===== config.mk =====
export PLATFORM = sky130hd
export DESIGN_NAME = code_lock_ctrl_flat
export DESIGN_NICKNAME = d
export VERILOG_FILES = /design/src/rtl/code_lock_ctrl_pkg.sv /design/src/rtl/code_lock_ctrl_if.sv /design/src/rtl/lock_display.sv /design/src/rtl/code_lock_ctrl.sv /design/src/flat_wrapper.sv
export SDC_FILE = /design/constraint.sdc
export NUM_CORES = 1
export LEC_CHECK = 0
export CAP_MARGIN = 20
export CELL_PAD_IN_SITES_DETAIL_PLACEMENT = 0
export CELL_PAD_IN_SITES_GLOBAL_PLACEMENT = 1
export CORE_ASPECT_RATIO = 1.5
export CORE_MARGIN = 2
export CORE_UTILIZATION = 35
export CTS_BUF_LIST = sky130_fd_sc_hd__clkbuf_8
export CTS_CLUSTER_SIZE = 8
export DETAILED_ROUTE_END_ITERATION = 10
export GPL_TIMING_DRIVEN = 0
export PLACE_DENSITY = 0.72
export SYNTH_ARGS = -nofsm -noshare
export SYNTH_HDL_FRONTEND = slang
export SYNTH_HIERARCHICAL = 1
export SYNTH_SLANG_ARGS = --single-unit

===== constraint.sdc =====
create_clock -name clk -period 3.3 [get_ports clk]
set_input_delay 0.33 -clock clk [delete_from_list [all_inputs] [get_ports clk]]
set_output_delay 0.33 -clock clk [all_outputs]
set_load 0.01 [all_outputs]

===== src/rtl/code_lock_ctrl_pkg.sv =====
// rtl/code_lock_ctrl_pkg.sv - shared state enum, glyphs and defaults for the code lock
package code_lock_ctrl_pkg;

    typedef enum logic [2:0] {
        ST_ENTRY   = 3'd0,
        ST_OPEN    = 3'd1,
        ST_CLOSED  = 3'd2,
        ST_ERROR   = 3'd3,
        ST_LOCKOUT = 3'd4,
        ST_PROG    = 3'd5
    } lock_state_t;

    localparam int          DEF_CODE_LEN       = 6;
    localparam logic [23:0] DEF_CODE           = 24'h550245;
    localparam int          DEF_MAX_FAILS      = 3;
    localparam int          DEF_LOCKOUT_CYCLES = 1000;

    // Active-low seven-segment glyphs, bit0 = segment a ... bit6 = segment g
    localparam logic [6:0] SEG_BLANK = 7'h7F;
    localparam logic [6:0] SEG_O     = 7'h40;
    localparam logic [6:0] SEG_P     = 7'h0C;
    localparam logic [6:0] SEG_E     = 7'h06;
    localparam logic [6:0] SEG_N     = 7'h2B;
    localparam logic [6:0] SEG_C     = 7'h46;
    localparam logic [6:0] SEG_L     = 7'h47;
    localparam logic [6:0] SEG_S     = 7'h12;
    localparam logic [6:0] SEG_D     = 7'h21;
    localparam logic [6:0] SEG_R     = 7'h2F;

    // Decimal numeral glyph; anything above 9 shows blank
    function automatic logic [6:0] seg_digit(input logic [3:0] v);
        case (v)
            4'd0:    seg_digit = 7'h40;
            4'd1:    seg_digit = 7'h79;
            4'd2:    seg_digit = 7'h24;
            4'd3:    seg_digit = 7'h30;
            4'd4:    seg_digit = 7'h19;
            4'd5:    seg_digit = 7'h12;
            4'd6:    seg_digit = 7'h02;
            4'd7:    seg_digit = 7'h78;
            4'd8:    seg_digit = 7'h00;
            4'd9:    seg_digit = 7'h10;
            default: seg_digit = SEG_BLANK;
        endcase
    endfunction

endpackage


===== src/rtl/code_lock_ctrl_if.sv =====
// rtl/code_lock_ctrl_if.sv - keypad/control inputs and status/display outputs of the code lock
interface code_lock_ctrl_if;

    logic       digit_valid;
    logic [3:0] digit;
    logic       clr;
    logic       prog_req;
    logic [2:0] status;
    logic [2:0] digit_idx;
    logic [1:0] fail_cnt;
    logic [6:0] HEX0;
    logic [6:0] HEX1;
    logic [6:0] HEX2;
    logic [6:0] HEX3;
    logic [6:0] HEX4;
    logic [6:0] HEX5;

    modport master (
        output digit_valid, digit, clr, prog_req,
        input  status, digit_idx, fail_cnt,
        input  HEX0, HEX1, HEX2, HEX3, HEX4, HEX5
    );

    modport slave (
        input  digit_valid, digit, clr, prog_req,
        output status, digit_idx, fail_cnt,
        output HEX0, HEX1, HEX2, HEX3, HEX4, HEX5
    );

endinterface


===== src/rtl/lock_display.sv =====
// rtl/lock_display.sv - maps lock state and digit count onto six seven-segment glyphs
module lock_display
    import code_lock_ctrl_pkg::*;
(
    input  lock_state_t status,
    input  logic [2:0]  digit_idx,
    output logic [6:0]  hex0,
    output logic [6:0]  hex1,
    output logic [6:0]  hex2,
    output logic [6:0]  hex3,
    output logic [6:0]  hex4,
    output logic [6:0]  hex5
);

    // Pick the word for the current state; unused positions stay blank
    always_comb begin
        hex0 = SEG_BLANK;
        hex1 = SEG_BLANK;
        hex2 = SEG_BLANK;
        hex3 = SEG_BLANK;
        hex4 = SEG_BLANK;
        hex5 = SEG_BLANK;
        case (status)
            ST_ENTRY: begin
                hex0 = seg_digit({1'b0, digit_idx});
            end
            ST_OPEN: begin
                hex3 = SEG_O;
                hex2 = SEG_P;
                hex1 = SEG_E;
                hex0 = SEG_N;
            end
            ST_CLOSED: begin
                hex5 = SEG_C;
                hex4 = SEG_L;
                hex3 = SEG_O;
                hex2 = SEG_S;
                hex1 = SEG_E;
                hex0 = SEG_D;
            end
            ST_ERROR: begin
                hex4 = SEG_E;
                hex3 = SEG_R;
                hex2 = SEG_R;
                hex1 = SEG_O;
                hex0 = SEG_R;
            end
            ST_LOCKOUT: begin
                hex5 = SEG_L;
                hex4 = SEG_O;
                hex3 = SEG_C;
            end
            ST_PROG: begin
                hex5 = SEG_P;
                hex0 = seg_digit({1'b0, digit_idx});
            end
            default: begin
                hex0 = SEG_BLANK;
            end
        endcase
    end

endmodule


===== src/rtl/code_lock_ctrl.sv =====
// rtl/code_lock_ctrl.sv - BCD keypad code lock with lockout, reprogramming and registered display
module code_lock_ctrl
    import code_lock_ctrl_pkg::*;
#(
    parameter int                    CODE_LEN       = DEF_CODE_LEN,
    parameter logic [4*CODE_LEN-1:0] DEFAULT_CODE   = DEF_CODE,
    parameter int                    MAX_FAILS      = DEF_MAX_FAILS,
    parameter int                    LOCKOUT_CYCLES = DEF_LOCKOUT_CYCLES
) (
    input  logic          clk,
    input  logic          reset,
    code_lock_ctrl_if.slave bus
);

    localparam int         CNT_W    = (LOCKOUT_CYCLES > 1) ? $clog2(LOCKOUT_CYCLES) : 1;
    localparam logic [2:0] LAST_IDX = 3'(CODE_LEN - 1);

    lock_state_t             state_q;
    logic [2:0]              idx_q;
    logic [1:0]              fail_q;
    logic                    mism_q;
    logic [CNT_W-1:0]        cnt_q;
    logic [4*CODE_LEN-1:0]   active_q;
    logic [4*CODE_LEN-1:0]   staging_q;

    logic [3:0]              code_nib;
    logic                    mism_next;
    logic [1:0]              fail_inc;
    logic                    digit_legal;
    logic [4*CODE_LEN-1:0]   staged;

    logic [6:0] disp0, disp1, disp2, disp3, disp4, disp5;
    logic [6:0] hex0_q, hex1_q, hex2_q, hex3_q, hex4_q, hex5_q;

    // Digit compare and staging write both address the nibble at digit_idx, MS nibble first
    always_comb begin
        code_nib    = active_q[4*(CODE_LEN-1-int'(idx_q)) +: 4];
        digit_legal = (bus.digit <= 4'd9);
        mism_next   = mism_q | (bus.digit != code_nib);
        fail_inc    = fail_q + 2'd1;
        staged      = staging_q;
        staged[4*(CODE_LEN-1-int'(idx_q)) +: 4] = bus.digit;
    end

    // Main lock FSM; clr always takes priority over a same-cycle digit
    always_ff @(posedge clk) begin
        if (reset) begin
            state_q   <= ST_ENTRY;
            idx_q     <= '0;
            fail_q    <= '0;
            mism_q    <= 1'b0;
            cnt_q     <= '0;
            active_q  <= DEFAULT_CODE;
            staging_q <= '0;
        end else begin
            case (state_q)
                ST_ENTRY: begin
                    if (bus.clr) begin
                        idx_q  <= '0;
                        mism_q <= 1'b0;
                    end else if (bus.digit_valid) begin
                        if (!digit_legal) begin
                            state_q <= ST_ERROR;
                        end else begin
                            mism_q <= mism_next;
                            idx_q  <= idx_q + 3'd1;
                            if (idx_q == LAST_IDX) begin
                                if (!mism_next) begin
                                    state_q <= ST_OPEN;
                                    fail_q  <= '0;
                                end else begin
                                    fail_q <= fail_inc;
                                    if (fail_inc == 2'(MAX_FAILS)) begin
                                        state_q <= ST_LOCKOUT;
                                        cnt_q   <= CNT_W'(LOCKOUT_CYCLES - 1);
                                    end else begin
                                        state_q <= ST_CLOSED;
                                    end
                                end
                            end
                        end
                    end
                end
                ST_CLOSED, ST_ERROR: begin
                    if (bus.clr) begin
                        state_q <= ST_ENTRY;
                        idx_q   <= '0;
                        mism_q  <= 1'b0;
                    end
                end
                ST_OPEN: begin
                    if (bus.clr) begin
                        state_q <= ST_ENTRY;
                        idx_q   <= '0;
                        mism_q  <= 1'b0;
                    end else if (bus.prog_req) begin
                        state_q <= ST_PROG;
                        idx_q   <= '0;
                    end
                end
                ST_PROG: begin
                    if (bus.clr) begin
                        state_q <= ST_OPEN;
                        idx_q   <= '0;
                    end else if (bus.digit_valid && digit_legal) begin
                        staging_q <= staged;
                        if (idx_q == LAST_IDX) begin
                            active_q <= staged;
                            state_q  <= ST_ENTRY;
                            idx_q    <= '0;
                            mism_q   <= 1'b0;
                        end else begin
                            idx_q <= idx_q + 3'd1;
                        end
                    end
                end
                ST_LOCKOUT: begin
                    if (cnt_q == '0) begin
                        state_q <= ST_ENTRY;
                        fail_q  <= '0;
                        idx_q   <= '0;
                        mism_q  <= 1'b0;
                    end else begin
                        cnt_q <= cnt_q - CNT_W'(1);
                    end
                end
                default: begin
                    state_q <= ST_ENTRY;
                    idx_q   <= '0;
                    mism_q  <= 1'b0;
                end
            endcase
        end
    end

    lock_display u_display (
        .status    (state_q),
        .digit_idx (idx_q),
        .hex0      (disp0),
        .hex1      (disp1),
        .hex2      (disp2),
        .hex3      (disp3),
        .hex4      (disp4),
        .hex5      (disp5)
    );

    // Display register stage; trails the state register by one cycle
    always_ff @(posedge clk) begin
        if (reset) begin
            hex0_q <= seg_digit(4'd0);
            hex1_q <= SEG_BLANK;
            hex2_q <= SEG_BLANK;
            hex3_q <= SEG_BLANK;
            hex4_q <= SEG_BLANK;
            hex5_q <= SEG_BLANK;
        end else begin
            hex0_q <= disp0;
            hex1_q <= disp1;
            hex2_q <= disp2;
            hex3_q <= disp3;
            hex4_q <= disp4;
            hex5_q <= disp5;
        end
    end

    assign bus.status    = state_q;
    assign bus.digit_idx = idx_q;
    assign bus.fail_cnt  = fail_q;
    assign bus.HEX0      = hex0_q;
    assign bus.HEX1      = hex1_q;
    assign bus.HEX2      = hex2_q;
    assign bus.HEX3      = hex3_q;
    assign bus.HEX4      = hex4_q;
    assign bus.HEX5      = hex5_q;

endmodule


===== src/flat_wrapper.sv =====
// flat-port wrapper written by rule: the top's interface ports become plain ports
module code_lock_ctrl_flat import code_lock_ctrl_pkg::*;
#(
    parameter int                    CODE_LEN       = DEF_CODE_LEN,
    parameter logic [4*CODE_LEN-1:0] DEFAULT_CODE   = DEF_CODE,
    parameter int                    MAX_FAILS      = DEF_MAX_FAILS,
    parameter int                    LOCKOUT_CYCLES = DEF_LOCKOUT_CYCLES
)
  (clk, reset, bus_digit_valid, bus_digit, bus_clr, bus_prog_req, bus_status, bus_digit_idx, bus_fail_cnt, bus_HEX0, bus_HEX1, bus_HEX2, bus_HEX3, bus_HEX4, bus_HEX5);
  code_lock_ctrl_if bus_i ();
  input  logic clk;
  input  logic reset;
  input wire logic [$bits(bus_i.digit_valid)-1:0] bus_digit_valid;
  input wire logic [$bits(bus_i.digit)-1:0] bus_digit;
  input wire logic [$bits(bus_i.clr)-1:0] bus_clr;
  input wire logic [$bits(bus_i.prog_req)-1:0] bus_prog_req;
  output wire logic [$bits(bus_i.status)-1:0] bus_status;
  output wire logic [$bits(bus_i.digit_idx)-1:0] bus_digit_idx;
  output wire logic [$bits(bus_i.fail_cnt)-1:0] bus_fail_cnt;
  output wire logic [$bits(bus_i.HEX0)-1:0] bus_HEX0;
  output wire logic [$bits(bus_i.HEX1)-1:0] bus_HEX1;
  output wire logic [$bits(bus_i.HEX2)-1:0] bus_HEX2;
  output wire logic [$bits(bus_i.HEX3)-1:0] bus_HEX3;
  output wire logic [$bits(bus_i.HEX4)-1:0] bus_HEX4;
  output wire logic [$bits(bus_i.HEX5)-1:0] bus_HEX5;
  assign bus_i.digit_valid = bus_digit_valid;
  assign bus_i.digit = bus_digit;
  assign bus_i.clr = bus_clr;
  assign bus_i.prog_req = bus_prog_req;
  assign bus_status = bus_i.status;
  assign bus_digit_idx = bus_i.digit_idx;
  assign bus_fail_cnt = bus_i.fail_cnt;
  assign bus_HEX0 = bus_i.HEX0;
  assign bus_HEX1 = bus_i.HEX1;
  assign bus_HEX2 = bus_i.HEX2;
  assign bus_HEX3 = bus_i.HEX3;
  assign bus_HEX4 = bus_i.HEX4;
  assign bus_HEX5 = bus_i.HEX5;
  code_lock_ctrl #(.CODE_LEN(CODE_LEN), .DEFAULT_CODE(DEFAULT_CODE), .MAX_FAILS(MAX_FAILS), .LOCKOUT_CYCLES(LOCKOUT_CYCLES)) u_core (.clk(clk), .reset(reset), .bus(bus_i));
endmodule

==> results.ini, run 1 <==
[synth]
async_flop_share_pct = 0
avgSynthCellArea_um2 = 8.88
synth_cell_types = 77
synthesis.nets = 644
ys_ff_latch = 109
yosysWarningCount = 6
ys_seq_area_share_pct = 39.8
synth_area_um2 = 5480
syn_inst = 617
ys.flop_type = dfxtp_1
synth_edf_count = 0

[power_and_ir_drop]
p_per_area_nw_per_um2 = 575
leakage_nw = 2.41
vdd_drop_max_mv = 0.238

[place]
portBuffers = 57
dp_hpwl_um = 10800
dpl-instance-area_um2 = 6300
dpl_worst_slack_ns = -0.315
gp_congestion = 0.893

[outcome]
status = finished clean

[finish]
diodes = 0
fin_util_pct = 42.2
area_growth_syn_to_layout_pct = 19.2
nNetsFinal = 716
num-fill-cells = 1536
post_route_cells_drive_above_1_share_pct = 15.7
fin_area_um2 = 6530

[critical_path]
reg2reg_slack_ns = 0.25
cp.required_ns = 3.60
r2r-start = u_core/bus.digit_idx[1]
crit_path_max_fanout = 13
r2r-end = u_core/active_q[5]
end_kind = flip-flop
crit_arrival_ns = 3.35
worst-r2r-cell-count = 11
cp-start-kind = flip-flop
worstSetupPathType = flip-flop to flip-flop

[floorplan]
die_area_um2 = 16700
rows = 56
coreArea_um2 = 15500
die_y_um = 157
initial_core_util_pct = 35.4
die-width_um = 106
boundaryPins = 59

[min_path]
min-delay-path-class = flip-flop to flip-flop
worstHoldPathCells = 2
worst_hold_path.endpoint = u_core/staging_q[13]
hp-start = u_core/staging_q[13]

[drt]
dr.pass1.iters = 4
wirelength_um = 14000
viasPerCell = 5.08
vias = 4548
avgRoutedWirePerCell_um = 15.6
drtIter0Drc = 187
drc_errors = 0
drtAntennaViolNets = 0

[global_routing]
grt_use_total_pct = 17.5
grt-ovfl-total = 0
grt_antenna_before_repair = 0
grt_start_max_net_pins = 19
grt_pass1_vias = 4555
grt_pass1_wl_um = 22800

[clocking]
clk_path_buf_depth = 2
root_buffer = clkbuf_8
htree_levels = 3
cts_tree = done
cts_buffers = 9
cts.sinks = 109
cts.clk_slew.worst_paths_ns = 0.11
cts_hold_buf = 0
clkLatencyLatePin_ns = 0.38

[timing]
slew_viol_final = 0
tightest_slew_ns = 0.685
final-setup-viol-count = 0
fin_tns_setup_ns = 0
hold_viol_final = 0
relSlewSlack_pct = 54.3
period_share_pct = 92.5
finClkSkew_ns = 0.0132
whs_ns = 0.457
max_clock_freq_mhz = 328
min_period_ns = 3.05
finalWorstSetupSlack_ns = 0.248

[run]
drv_cap = 0

worst max path at each step:
stage                     slack, ns  depth (start not counted)                   end                    start
final                          0.25                         11    u_core/active_q[5]  u_core/bus.digit_idx[1]
after global placement        -0.26                         11  u_core/staging_q[23]  u_core/bus.digit_idx[1]
after floorplan                0.20                         11  u_core/staging_q[23]  u_core/bus.digit_idx[1]
after CTS                      0.02                         11   u_core/staging_q[7]  u_core/bus.digit_idx[1]
after detailed placement      -0.31                         11   u_core/staging_q[7]  u_core/bus.digit_idx[1]
after global routing         -0.007                         11   u_core/active_q[21]  u_core/bus.digit_idx[1]
cell usage in the layout, fill, tap and decap left out, types with 3 or more instances in the layout:
| cell | count |
|---|---|
| a211oi_1 | 19 |
| a21o_1 | 4 |
| a21oi_1 | 26 |
| a221o_1 | 3 |
| a221oi_1 | 5 |
| a31oi_1 | 3 |
| and2_1 | 7 |
| and3_1 | 4 |
| buf_1 | 6 |
| buf_2 | 5 |
| buf_4 | 23 |
| buf_6 | 4 |
| clkbuf_1 | 24 |
| clkbuf_8 | 9 |
| clkdlybuf4s50_1 | 57 |
| dfxtp_1 | 108 |
| ha_1 | 17 |
| inv_1 | 15 |
| mux2i_1 | 41 |
| nand2_1 | 38 |
| nand2b_1 | 8 |
| nand3_1 | 23 |
| nor2_1 | 65 |
| nor2b_1 | 13 |
| nor3_1 | 12 |
| nor3b_1 | 3 |
| o211ai_1 | 7 |
| o21ai_0 | 12 |
| o21ai_1 | 6 |
| o22ai_1 | 4 |
| o31a_1 | 3 |
| o31ai_1 | 3 |
| or2_2 | 38 |
| or3_1 | 5 |
| or3b_1 | 3 |
| or4_1 | 4 |
| xnor2_1 | 4 |
report_power, final:
part           leakage [nW]  internal (W)  switching, W
registers             0.887       0.00146     0.0000710
clock network        0.0836      0.000278      0.000457
logic                  1.44      0.000781      0.000710
total                  2.41       0.00252       0.00124
per-stage QoR:
stage | instances | power [W]
3_5_place_dp | 877 | 0.00300
5_1_grt | 896 | 0.00399
2_1_floorplan | 617 | 0.00251
4_1_cts | 892 | 0.00375
6_report | 896 | 0.00376
3_3_place_gp | 877 | 0.00298
flip-flops by register name, indices dropped and copies added, names as in the netlist, 7 cells and up:
name,flops
u_core/active_q,24
u_core/staging_q,24
u_core/cnt_q,10
u_core/bus.HEX0,7
u_core/bus.HEX1,7
u_core/bus.HEX2,7
u_core/bus.HEX3,7
u_core/bus.HEX4,7
u_core/bus.HEX5,7
cell usage after synthesis, types with 3 or more instances:
cell type  number  share of area, %
or3b_1          3              0.48
a211oi_1       19               2.6
nor3b_1         3              0.41
or3_1           5              0.57
o22ai_1         4              0.46
a221oi_1        5              0.80
clkbuf_1       25               1.7
dfxtp_1       109                40
o31ai_1         3              0.41
nor2b_1        13               1.5
buf_4          18               2.5
mux2i_1        41               7.5
or2_2          38               4.3
and3_1          5              0.57
and2_1          7              0.80
o211ai_1        7              0.96
o21ai_0        12               1.1
buf_1           6              0.41
nor3_1         12               1.1
or4_1           4              0.55
nand2b_1        8              0.91
nand2_1        38               2.6
a221o_1         3              0.55
ha_1           17               3.9
buf_2           5              0.46
a21oi_1        26               2.4
buf_6           4              0.82
nor2_1         67               4.6
a21o_1          4              0.55
inv_1          15               1.0
a31oi_1         3              0.34
nand3_1        23               2.1
o31a_1          3              0.48
o21ai_1         6              0.55
xnor2_1         4              0.64
timing repair:
action | in CTS | in global routing
setup endpoints to repair | 17 | 24
buffers inserted | 0 | 5
pin swaps | 0 | 2
gates resized for setup | 5 | 2
critical path: stages, from the launching register on:
cell      delay (ns)
dfxtp_4         0.45
inv_1           0.12
ha_1            0.33
buf_6           0.17
nand2b_1        0.20
ha_1            0.29
nor4bb_1        0.30
and4_1          0.28
nand4_1         0.24
buf_4           0.23
mux2i_1         0.11
a211oi_1        0.25
layer usage:
metal | GRT usage (%) | wire length, um | part of all wire [%]
met5 | 0 | 0 | 0
met4 | 9.02 | 503 | 3.6
met2 | 33.4 | 7570 | 54
met1 | 18.3 | 5500 | 39
met3 | 2.40 | 435 | 3.1
final cells by class:
cell class / count / area [um2] / area share [%]
Multi-Input combinational cell: 434 / 2930 / 44.9
Clock inverter: 6 / 48.8 / 0.747
Clock buffer: 9 / 124 / 1.90
Buffer: 57 / 318 / 4.87
Inverter: 16 / 60.1 / 0.920
Tap cell: 203 / 254 / 3.89
Sequential cell: 109 / 2190 / 33.5
Timing Repair Buffer: 62 / 608 / 9.31
kinds of logic (layout without fill, tap and decap cells):
logic type,count (synthesis),after routing,share of synthesized area [%]
other,1,1,0.0684
adders and majority gates,18,18,4.25
DFF,109,109,39.8
AOI/OAI and AO/OA,117,117,15.5
xor gates and xnor gates,5,5,0.799
muxes,42,42,7.90
and+or+nand+nor,251,251,24.7
buffers and inverters,74,150,6.96
(Power assumes the default switching activity.)
==> run 2, diff against run 1 <==
Settings changed: ABC_CLOCK_PERIOD_IN_PS set to 3300, DONT_BUFFER_PORTS set to 1, PLACE_DENSITY 0.72 to 0.66.
==> run 2 against run 1 <==
  * Routed wire length is 2.7% lower
  * Worst hold slack got worse by 0.33 ns
  * Setup slack got worse by 0.0090 ns
  * Sequential share of layout area is 3.3 points higher
  * Power fell by 7.5%
==> results.ini, run 2 (synthesis results as in run 1) <==
[timing]
rsz0062_at_grt = false
min_period_ns = 3.06  ; +0.00898 ns
fin_tns_setup_ns = 0  ; unchanged
max_clock_freq_mhz = 327  ; -0.29%
hold_viol_final = 0  ; unchanged
relSlewSlack_pct = 55.8  ; +1.4 points
finClkSkew_ns = 0.0154  ; +0.00221 ns
period_share_pct = 92.8  ; +0.27 points
tightest_slew_ns = 0.664  ; -0.0217 ns
whs_ns = 0.128  ; -0.329 ns
slew_viol_final = 0  ; unchanged
final-setup-viol-count = 0  ; unchanged

[finish]
post_route_cells_drive_above_1_share_pct = 16.9  ; +1.2 points
final_cell_mix = dfxtp_1 (108), nor2_1 (64), mux2i_1 (41), nand2_1 (38), or2_2 (38)
top_regs = u_core/active_q x24, u_core/staging_q x24, u_core/cnt_q x10
diodes = 0  ; unchanged
fin_util_pct = 38.3  ; -3.8 points
nNetsFinal = 656  ; -8.4%
area_growth_syn_to_layout_pct = 8.38
stdcell_count = 836  ; -6.7%
fin_area_um2 = 5940  ; -9.1%
mostFrequentLayoutCell = dfxtp_1

[power_and_ir_drop]
vdd_drop_max_mv = 0.219  ; -7.9%
swShare_pct = 34.5  ; +1.5 points
p_clk_share_pct = 21.4  ; +1.8 points
p_per_area_nw_per_um2 = 585  ; +1.7%
leakage_nw = 2.17  ; -10%
intPower_w = 0.00227  ; -9.6%
switching_power_w = 0.00120  ; -3.3%
p_seq_share_pct = 46.5  ; +5.8 points
p_comb_share_pct = 32.1  ; -7.6 points

[drt]
viasPerCell = 5.22  ; +2.7%
drc_errors = 0  ; unchanged
vias = 4360  ; -4.1%
drtAntennaViolNets = 0  ; unchanged
dr.pass1.iters = 4  ; unchanged
avgRoutedWirePerCell_um = 16.3  ; +4.3%
wirelength_um = 13600  ; -2.7%
drtIter0Drc = 150  ; -20%

[clocking]
cts_buffers = 9  ; unchanged
cts_tree = done
htree_levels = 3  ; unchanged
cts.sinks = 109  ; unchanged
root_buffer = clkbuf_8
clk_path_buf_depth = 2  ; unchanged
clkLatencyLatePin_ns = 0.37  ; about the same
cts.clk_slew.worst_paths_ns = 0.11  ; about the same

[critical_path]
r2r-end = u_core/active_q[4]
cp_num_buf_inv = 2  ; -1
worst-r2r-cell-count = 10  ; -1
max_stage_delay_ns = 0.64  ; +0.19 ns
r2r-start = u_core/bus.digit_idx[2]
cp_top_family = simple AND/OR/NAND/NOR gates
worst_path_most_repeated_cell = ha_1
cp-start-kind = flip-flop
cpMaxStageDelayCell = dfxtp_1
path_cells = ha_1 > buf_6 > nand2b_1 > ha_1 > nor4bb_1 > and4_1 > nand4_1 > buf_4 > mux2i_1 > a211oi_1
crit_path_max_fanout = 10  ; -3
crit_arrival_ns = 3.36  ; about the same
worstSetupPathType = flip-flop to flip-flop
end_kind = flip-flop
cp.required_ns = 3.59  ; about the same
reg2reg_slack_ns = 0.24  ; about the same

[place]
portBuffers = 0  ; -100%
gp_congestion = 0.831  ; -7.0%
dp_hpwl_um = 10600  ; -1.5%
dpl-instance-area_um2 = 5730  ; -9.1%
place_inst = 820  ; -6.5%

[floorplan]
initial_core_util_pct = 35.4  ; unchanged
rows = 56  ; unchanged
die_y_um = 157  ; unchanged
boundaryPins = 59  ; unchanged
die-width_um = 106  ; unchanged
coreArea_um2 = 15500  ; unchanged
die_area_um2 = 16700  ; unchanged

[min_path]
worstHoldPathCells = 2  ; unchanged
min-delay-path-class = input pin to flip-flop
hp-start = reset
worst_hold_path.endpoint = u_core/bus.fail_cnt[0]

[outcome]
status = finished clean

[global_routing]
grt_use_total_pct = 16.9  ; -0.55 points
grt_antenna_before_repair = 0  ; unchanged
grt_start_max_net_pins = 19  ; unchanged
grt_pass1_vias = 4281  ; -6.0%
grt_pass1_wl_um = 21900  ; -3.9%
grt-ovfl-total = 0  ; unchanged

[run]
drv_cap = 0  ; unchanged

[run 2: repair_timing]
item / CTS / global route
hold buffers: 0 / 0
setup buffers: 1 / 1
cloned: 0 / 0
pin swaps: 1 / 1
setup endpoints to repair: 31 / 16
gates resized for setup: 5 / 3
[run 2: stage by stage]
stage	setup WS, ns	power [W]
6_report	0.239	0.00347
3_3_place_gp	-0.407	0.00273
5_1_grt	0.0107	0.00368
2_1_floorplan	0.196	0.00251
4_1_cts	0.00644	0.00352
3_5_place_dp	-0.480	0.00274
[run 2: final cells by class]
type / count / area, um2
tap: 203 / 254
multi-input combinational: 434 / 2930
buffer: 57 / 318
inverter: 16 / 60.1
clock inverter: 6 / 47.5
fill: 1608 / 9550
sequential: 109 / 2190
timing repair buffer: 2 / 15.0
clock buffer: 9 / 124
[run 2: power groups by stage]
stage	Combinational (W)	Sequential (W)	Clock (W)
detailed placement	0.00109	0.00165	0
global route	0.00123	0.00164	0.000816
CTS	0.00111	0.00162	0.000779
finish	0.00112	0.00162	0.000742
global placement	0.00108	0.00165	0
floorplan	0.000885	0.00162	0
[run 2: metal layers]
layer	routed length, um	global-route usage (%)	vias to the layer above
met5	0	0	-
met1	5230	17.4	2053
met2	7290	32.3	120
met4	443	7.89	0
met3	675	3.52	30
li1	-	-	2157
[run 2: worst max path at each step]
stage	from	end	slack, ns	cells after the start
finish	u_core/bus.digit_idx[2]	u_core/active_q[4]	0.24	10
global route	u_core/bus.digit_idx[2]	u_core/active_q[4]	0.01	10
CTS	u_core/bus.digit_idx[1]	u_core/staging_q[5]	0.006	11
detailed placement	u_core/bus.digit_idx[1]	u_core/staging_q[22]	-0.48	10
global placement	u_core/bus.digit_idx[1]	u_core/staging_q[23]	-0.41	11
floorplan	u_core/bus.digit_idx[1]	u_core/staging_q[23]	0.20	11
==> run 3, diff against run 2 <==
Settings changed: SLEW_MARGIN set to 20.
==> results of run 3 <==
No change in the layout: final DEF, timing and power equal those of run 2.
